$ cat src/rtl/types_pkg.sv
// Shared types for the dispatch stage: operand tags, FU encodings,
// and the rename / reservation-station bundles.
package types_pkg;

    localparam int PREG_W = 7;
    localparam int RTAG_W = 5;
    localparam int IMM_W  = 32;

    typedef logic [PREG_W-1:0] preg_t;

    typedef enum logic [1:0] {
        FU_NONE = 2'b00,
        FU_ALU  = 2'b01,
        FU_BRU  = 2'b10,
        FU_LSU  = 2'b11
    } fu_e;

    typedef struct packed {
        preg_t             ps1;
        preg_t             ps2;
        preg_t             pd_new;
        preg_t             pd_old;
        logic [IMM_W-1:0]  imm;
        logic [RTAG_W-1:0] rob_tag;
    } rename_data;

    typedef struct packed {
        preg_t             ps1;
        logic              ps1_rdy;
        preg_t             ps2;
        logic              ps2_rdy;
        preg_t             pd_new;
        logic [IMM_W-1:0]  imm;
        logic [RTAG_W-1:0] rob_tag;
    } rs_entry;

    typedef struct packed {
        preg_t            ps1;
        preg_t            ps2;
        preg_t            pd_new;
        preg_t            pd_old;
        logic [IMM_W-1:0] imm;
        fu_e              fu;
        logic             ps1_rdy;
        logic             ps2_rdy;
    } held_t;

    // RS strobe bit for each FU; ROB-only uops target no RS.
    function automatic logic [2:0] fu_onehot(input fu_e fu);
        logic [2:0] oh;
        oh = 3'b000;
        unique case (fu)
            FU_NONE: oh = 3'b000;
            FU_ALU:  oh = 3'b001;
            FU_BRU:  oh = 3'b010;
            FU_LSU:  oh = 3'b100;
        endcase
        return oh;
    endfunction

endpackage

$ cat src/rtl/dispatch_busy_table.sv
// Physical-register busy bits with two forward-aware ready read ports.
// p0 is hard-wired ready; a same-cycle set beats a clear of the same tag.
module busy_table
    import types_pkg::*;
#(
    parameter int NUM_PREGS = 128
) (
    input  logic  clk,
    input  logic  reset,
    input  logic  set_en,
    input  preg_t set_tag,
    input  logic  clr_en,
    input  preg_t clr_tag,
    input  preg_t rd1_tag,
    input  preg_t rd2_tag,
    output logic  rd1_rdy,
    output logic  rd2_rdy
);

    logic [NUM_PREGS-1:0] busy;

    always_ff @(posedge clk or negedge reset) begin
        if (!reset) begin
            busy <= '0;
        end else begin
            if (clr_en && clr_tag != '0)
                busy[clr_tag] <= 1'b0;
            // Later assignment wins: the new producer is younger.
            if (set_en && set_tag != '0)
                busy[set_tag] <= 1'b1;
        end
    end

    always_comb begin
        rd1_rdy = (rd1_tag == '0)
               || (!busy[rd1_tag] && !(set_en && rd1_tag == set_tag))
               || (clr_en && clr_tag == rd1_tag);
        rd2_rdy = (rd2_tag == '0)
               || (!busy[rd2_tag] && !(set_en && rd2_tag == set_tag))
               || (clr_en && clr_tag == rd2_tag);
    end

endmodule

$ cat src/rtl/dispatch.sv
// Dispatch stage: one-entry output register between rename and the
// RS/ROB, with operand ready tracking, CDB wakeup and mispredict flush.
module dispatch
    import types_pkg::*;
#(
    parameter int NUM_PREGS = 128,
    parameter int ROB_TAG_W = 5
) (
    input  logic                 clk,
    input  logic                 reset,
    input  logic                 valid_in,
    input  rename_data           data_in,
    input  logic [1:0]           fu_in,
    output logic                 ready_in,
    input  logic [2:0]           rs_ready,
    output logic [2:0]           rs_valid,
    output rs_entry              rs_data,
    input  logic                 rob_full,
    input  logic [ROB_TAG_W-1:0] rob_tail,
    output logic                 rob_alloc,
    output preg_t                rob_pd_new,
    output preg_t                rob_pd_old,
    output logic                 rob_done,
    input  logic                 cdb_valid,
    input  preg_t                cdb_pd,
    input  logic                 mispredict
);

    held_t h;
    logic  h_valid;
    logic  fu_ok;
    logic  fire;
    logic  accept;
    logic  rdy1;
    logic  rdy2;

    always_comb begin
        fu_ok    = (h.fu == FU_NONE) || (|(fu_onehot(h.fu) & rs_ready));
        fire     = h_valid && !mispredict && !rob_full && fu_ok;
        ready_in = reset && !mispredict && (!h_valid || fire);
        accept   = valid_in && ready_in;
    end

    busy_table #(
        .NUM_PREGS(NUM_PREGS)
    ) u_busy (
        .clk     (clk),
        .reset   (reset),
        .set_en  (fire),
        .set_tag (h.pd_new),
        .clr_en  (cdb_valid),
        .clr_tag (cdb_pd),
        .rd1_tag (data_in.ps1),
        .rd2_tag (data_in.ps2),
        .rd1_rdy (rdy1),
        .rd2_rdy (rdy2)
    );

    always_ff @(posedge clk or negedge reset) begin
        if (!reset) begin
            h_valid <= 1'b0;
            h       <= '0;
        end else if (mispredict) begin
            h_valid <= 1'b0;
        end else if (accept) begin
            h_valid <= 1'b1;
            h       <= '{ps1:     data_in.ps1,
                         ps2:     data_in.ps2,
                         pd_new:  data_in.pd_new,
                         pd_old:  data_in.pd_old,
                         imm:     data_in.imm,
                         fu:      fu_e'(fu_in),
                         ps1_rdy: rdy1,
                         ps2_rdy: rdy2};
        end else begin
            if (fire)
                h_valid <= 1'b0;
            if (cdb_valid && cdb_pd == h.ps1)
                h.ps1_rdy <= 1'b1;
            if (cdb_valid && cdb_pd == h.ps2)
                h.ps2_rdy <= 1'b1;
        end
    end

    always_comb begin
        rs_valid   = 3'b000;
        rs_data    = '0;
        rob_alloc  = 1'b0;
        rob_done   = 1'b0;
        rob_pd_new = '0;
        rob_pd_old = '0;
        if (h_valid) begin
            rs_data.ps1     = h.ps1;
            rs_data.ps1_rdy = h.ps1_rdy;
            rs_data.ps2     = h.ps2;
            rs_data.ps2_rdy = h.ps2_rdy;
            rs_data.pd_new  = h.pd_new;
            rs_data.imm     = h.imm;
        end
        if (fire) begin
            rob_alloc       = 1'b1;
            rs_valid        = fu_onehot(h.fu);
            rob_done        = (h.fu == FU_NONE);
            rob_pd_new      = h.pd_new;
            rob_pd_old      = h.pd_old;
            rs_data.rob_tag = rob_tail;
        end
    end

endmodule

$ cat config.mk
export PLATFORM = sky130hd
export DESIGN_NAME = dispatch
export DESIGN_NICKNAME = d
export VERILOG_FILES = /design/src/rtl/types_pkg.sv /design/src/rtl/dispatch_busy_table.sv /design/src/rtl/dispatch.sv
export SDC_FILE = /design/constraint.sdc
export NUM_CORES = 1
export LEC_CHECK = 0
export CORE_MARGIN = 5
export CORE_UTILIZATION = 40
export DETAILED_ROUTE_END_ITERATION = 8
export GPL_TIMING_DRIVEN = 0
export PLACE_DENSITY = 0.62
export SYNTH_ARGS = -nofsm -noshare
export SYNTH_HDL_FRONTEND = slang
export SYNTH_SLANG_ARGS = --single-unit
$ cat constraint.sdc
create_clock -name clk -period 6.95 [get_ports clk]
set_input_delay 1.39 -clock clk [delete_from_list [all_inputs] [get_ports clk]]
set_output_delay 1.39 -clock clk [all_outputs]
set_load 0.02 [all_outputs]
==> run summary, run 1 <==
Post-DR wirelength/cell -> 26.10 um
Area growth syn-to-layout -> 24.24%
Area leader, netlist -> dfrtp_1
Worst slew pin tran -> 0.9152 ns
Multi-input gate area -> 5582 um2
LEAKAGE -> 5.314 nW
Pre-antenna DRT Iters -> 6
DRC -> 0
Largest family of logic cells by synthesized area -> multiplexers
Dpl hpwl -> 28380 um
Global placer's final weighted congestion -> 0.9612
Placeable Area -> 26730 um2
Starting Density -> 40.25%
Initial drt markers -> 1101
Share of cells above drive strength 1 -> 14.73%
Sequential-to-total area share from yosys stat -> 44.89%
GR Util met3 -> 6.090%
Xor and xnor area share after synthesis -> 3.419%
Initial antenna violation count -> 0
Final #Nets -> 1270
CTS tree -> done
Die Area -> 30270 um2
Site Rows -> 60
Antenna viol nets, final -> 0
CP Cell Sequence -> clkdlybuf4s50_1 -> or3b_1 -> a211o_1 -> inv_1 -> clkbuf_1 -> nand2_1 -> nor2_1 -> clkdlybuf4s50_1
Vias -> 9461
Total congestion overflow -> 0
Diode count -> 0
Endpoints failing setup -> 0
Die Height -> 174.0 um
Outcome -> finished, final reports clean
Clock Latency Late Sink -> 0.44 ns
Peak supply drop -> 0.0001638 V
Count of pins over their slew limit -> 0
Most used cell, CP -> clkdlybuf4s50_1
Final core utilization -> 50.01%
Crit path largest cell delay -> 0.63 ns
H-tree levels -> 4
CTS clk-pin slew, worst paths -> 0.07 ns
RSZ-0062 raised after global routing -> no
Chip Width -> 174.0 um
Post-Synth Simple-Gate Area -> 11.87%
Synth Area in Compound Gates -> 15.24%
Total CTS buffers -> 17
Power density cells -> 222.1 nW/um2
Gr busiest metal -> met2
YS warnings -> 0
Grt met2 use -> 40.73%
Hold Path Class -> flop to flop
Min Tclk post-route -> 5.479 ns
Top post-synthesis cells by count -> o21ai_0 (259), dfrtp_1 (193), and2_1 (75), mux2_2 (66), mux4_2 (57)
Cell area after synthesis -> 10760 um2
Ys async rst share -> 100.0%
# Max-Cap Violations -> 0
Period utilisation layout -> 78.84%
Final TNS setup -> 0 ns
Vias in the first global route -> 9251
Mapped Cells -> 1007
EDFF count, synth -> 0
Final Hold Viols -> 0
Bufs on Longest Clock Path -> 2
Root buf cell -> clkbuf_16
Delay-heaviest family, CP -> buffers and inverters
Synth Flop Type -> dfrtp_1
Setup Skew -> 0.01215 ns
CP Class -> primary input to output pin
Netlist cell types -> 48
Synth top area share -> 44.89%
Syn avg cell area -> 10.68 um2
Crit-path slowest cell -> clkdlybuf4s50_1
# clock sinks -> 193
Largest net degree at the start of global routing -> 121
Fill count -> 2470
Count leader, synth -> o21ai_0
CP bufs+invs -> 4
R2R setup slack -> 3.79 ns
Total track usage -> 26.17%
Synth Area in Adders -> 0%
CP max FO -> 10
Storage cell area -> 4830 um2
Cts hold-fix bufs -> 0
CP Launch Type -> primary input
I/O pins -> 168
Port bufs -> 154
Routed vias/inst -> 6.160
Synthesized flop and latch total -> 193
Post-CTS setup buffer count -> 0
Critical Path RT -> 5.56 ns
Total routed wirelength -> 40080 um
Met1 GRT Util -> 36.26%
Crit path capture type -> output pin
Area contributors post-synth -> dfrtp_1 (45%), o21ai_0 (12%), mux4_2 (12%), mux2_2 (6.9%), and2_1 (4.4%)
Highest clock rate -> 182.5 MHz
Post-Synthesis Net Count -> 1095
Post-cts sizing count -> 0
First-pass GRT wire length -> 60390 um
CP Data Arrival Time -> 4.09 ns
Max-Slew Margin vs Limit -> 38.99%
Post-synthesis mux area share -> 21.35%
## path summary, 6_finish.rpt
check	startpoint	endpoint	cells after the start
max reg2reg	h_valid	u_busy.busy[7]	8
min reg2reg	h[29]	h[29]	1
min in group asynchronous	reset	u_busy.busy[127]	2
min	h[29]	h[29]	1
max	mispredict	rs_valid[1]	8
max in group asynchronous	reset	u_busy.busy[58]	3
## flip-flops by register name, indices dropped and copies added (netlist names)
signal	cells
u_busy.busy	128
h	64
h_valid	1
## placed cells by master (no fill, tap or decap), types with 3 or more instances in the layout
master           count
a21oi_1              9
inv_6                4
nand2_1             48
clkinvlp_4           3
clkbuf_16           17
inv_1                6
o21ai_0            259
dfrtp_1            193
nand2b_1             7
or4_1                4
clkbuf_1            49
nor2b_1             17
nand3_1             27
nand3b_1             5
o211ai_1             5
nor3_1               5
mux2i_1             27
buf_1               16
o31ai_1              5
nand4_1              9
mux2_2              66
nor4_1               7
mux4_2              57
nor3b_1              4
xor2_1              24
xnor2_1             18
nor2_1              18
buf_2               16
and2_1              75
clkdlybuf4s50_1    153
## worst register-to-register path: cells and delay by family (launching register included)
| kind | cells | cell delay [ns] |
|---|---|---|
| AND/OR/NAND/NOR | 3 | 1.03 |
| buffers and inverters | 3 | 1.00 |
| AO/OA/AOI/OAI | 2 | 0.62 |
| flip-flops | 1 | 0.41 |
## metrics by stage
step	cell area, um2	setup slack, ns	hold slack [ns]	power, W	cells
6_report	13370	1.471	0.5000	0.002969	1536
2_1_floorplan	10760	2.613	0.4413	0.001696	1007
4_1_cts	13370	1.483	0.5036	0.002968	1536
3_3_place_gp	12730	-4.585	0.4786	0.001966	1502
5_1_grt	13370	1.361	0.5118	0.003083	1536
3_5_place_dp	12790	1.498	0.4853	0.001980	1504
## kinds of logic (layout without fill, tap and decap cells)
family	Yosys count	count (layout)
AO/OA/AOI/OAI	303	303
AND/OR/NAND/NOR	233	233
flip-flops	193	193
multiplexers	150	150
buffers and inverters	86	274
XOR/XNOR	42	42
## where the power goes
group / switching, W / internal, W / total [W]
sequential: 0.0000835 / 0.00124 / 0.00133
clock: 0.000477 / 0.000525 / 0.00100
combinational: 0.000355 / 0.000285 / 0.000640
total: 0.000915 / 0.00205 / 0.00297
## cell type report
type                    count  area share [%]
repair buffers            156           11.98
inverters                   6          0.1685
flip-flops and latches    193           36.14
clock buffers              21           3.445
plain buffers              80           2.425
clock inverters            11          0.8893
well taps                 341           3.192
multi-input cells         728           41.76
## routing by layer
metal | vias up | share of wire (%)
met5 | - | 0
met4 | 0 | 3.0
met3 | 78 | 9.2
met2 | 518 | 47
met1 | 4819 | 40
li1 | 4046 | -
Power figures use the tool's default switching activity.
==> run 2, diff against run 1 <==
==> constraint.sdc (replaced) <==
create_clock -name clk -period 5.6 [get_ports clk]
set_input_delay 1.12 -clock clk [delete_from_list [all_inputs] [get_ports clk]]
set_output_delay 1.12 -clock clk [all_outputs]
set_load 0.02 [all_outputs]
==> results of run 2 <==
Same layout as run 1 (identical final DEF). Status: finished, final reports clean.
Among the figures that moved: setup slack after placement 1.498 ns -> 0.6880 ns; setup slack after layout 1.471 ns -> 0.6606 ns; register-to-register setup slack 3.79 ns -> 2.44 ns; total power 0.002969 W -> 0.003684 W; worst IR drop on VDD 0.0001638 V -> 0.0002033 V
==> run 3, diff against run 2 <==
--- a/config.mk
+++ b/config.mk
@@ -10,6 +10,7 @@
 export DETAILED_ROUTE_END_ITERATION = 8
 export GPL_TIMING_DRIVEN = 0
 export PLACE_DENSITY = 0.62
+export SKIP_CTS_REPAIR_TIMING = 1
 export SYNTH_ARGS = -nofsm -noshare
 export SYNTH_HDL_FRONTEND = slang
 export SYNTH_SLANG_ARGS = --single-unit
==> results of run 3 <==
Same layout as run 1 (identical final DEF). Status: finished, final reports clean.
Among the figures that moved: setup slack after placement 1.498 ns -> 0.6880 ns; setup slack after layout 1.471 ns -> 0.6606 ns; register-to-register setup slack 3.79 ns -> 2.44 ns; total power 0.002969 W -> 0.003684 W; worst IR drop on VDD 0.0001638 V -> 0.0002033 V
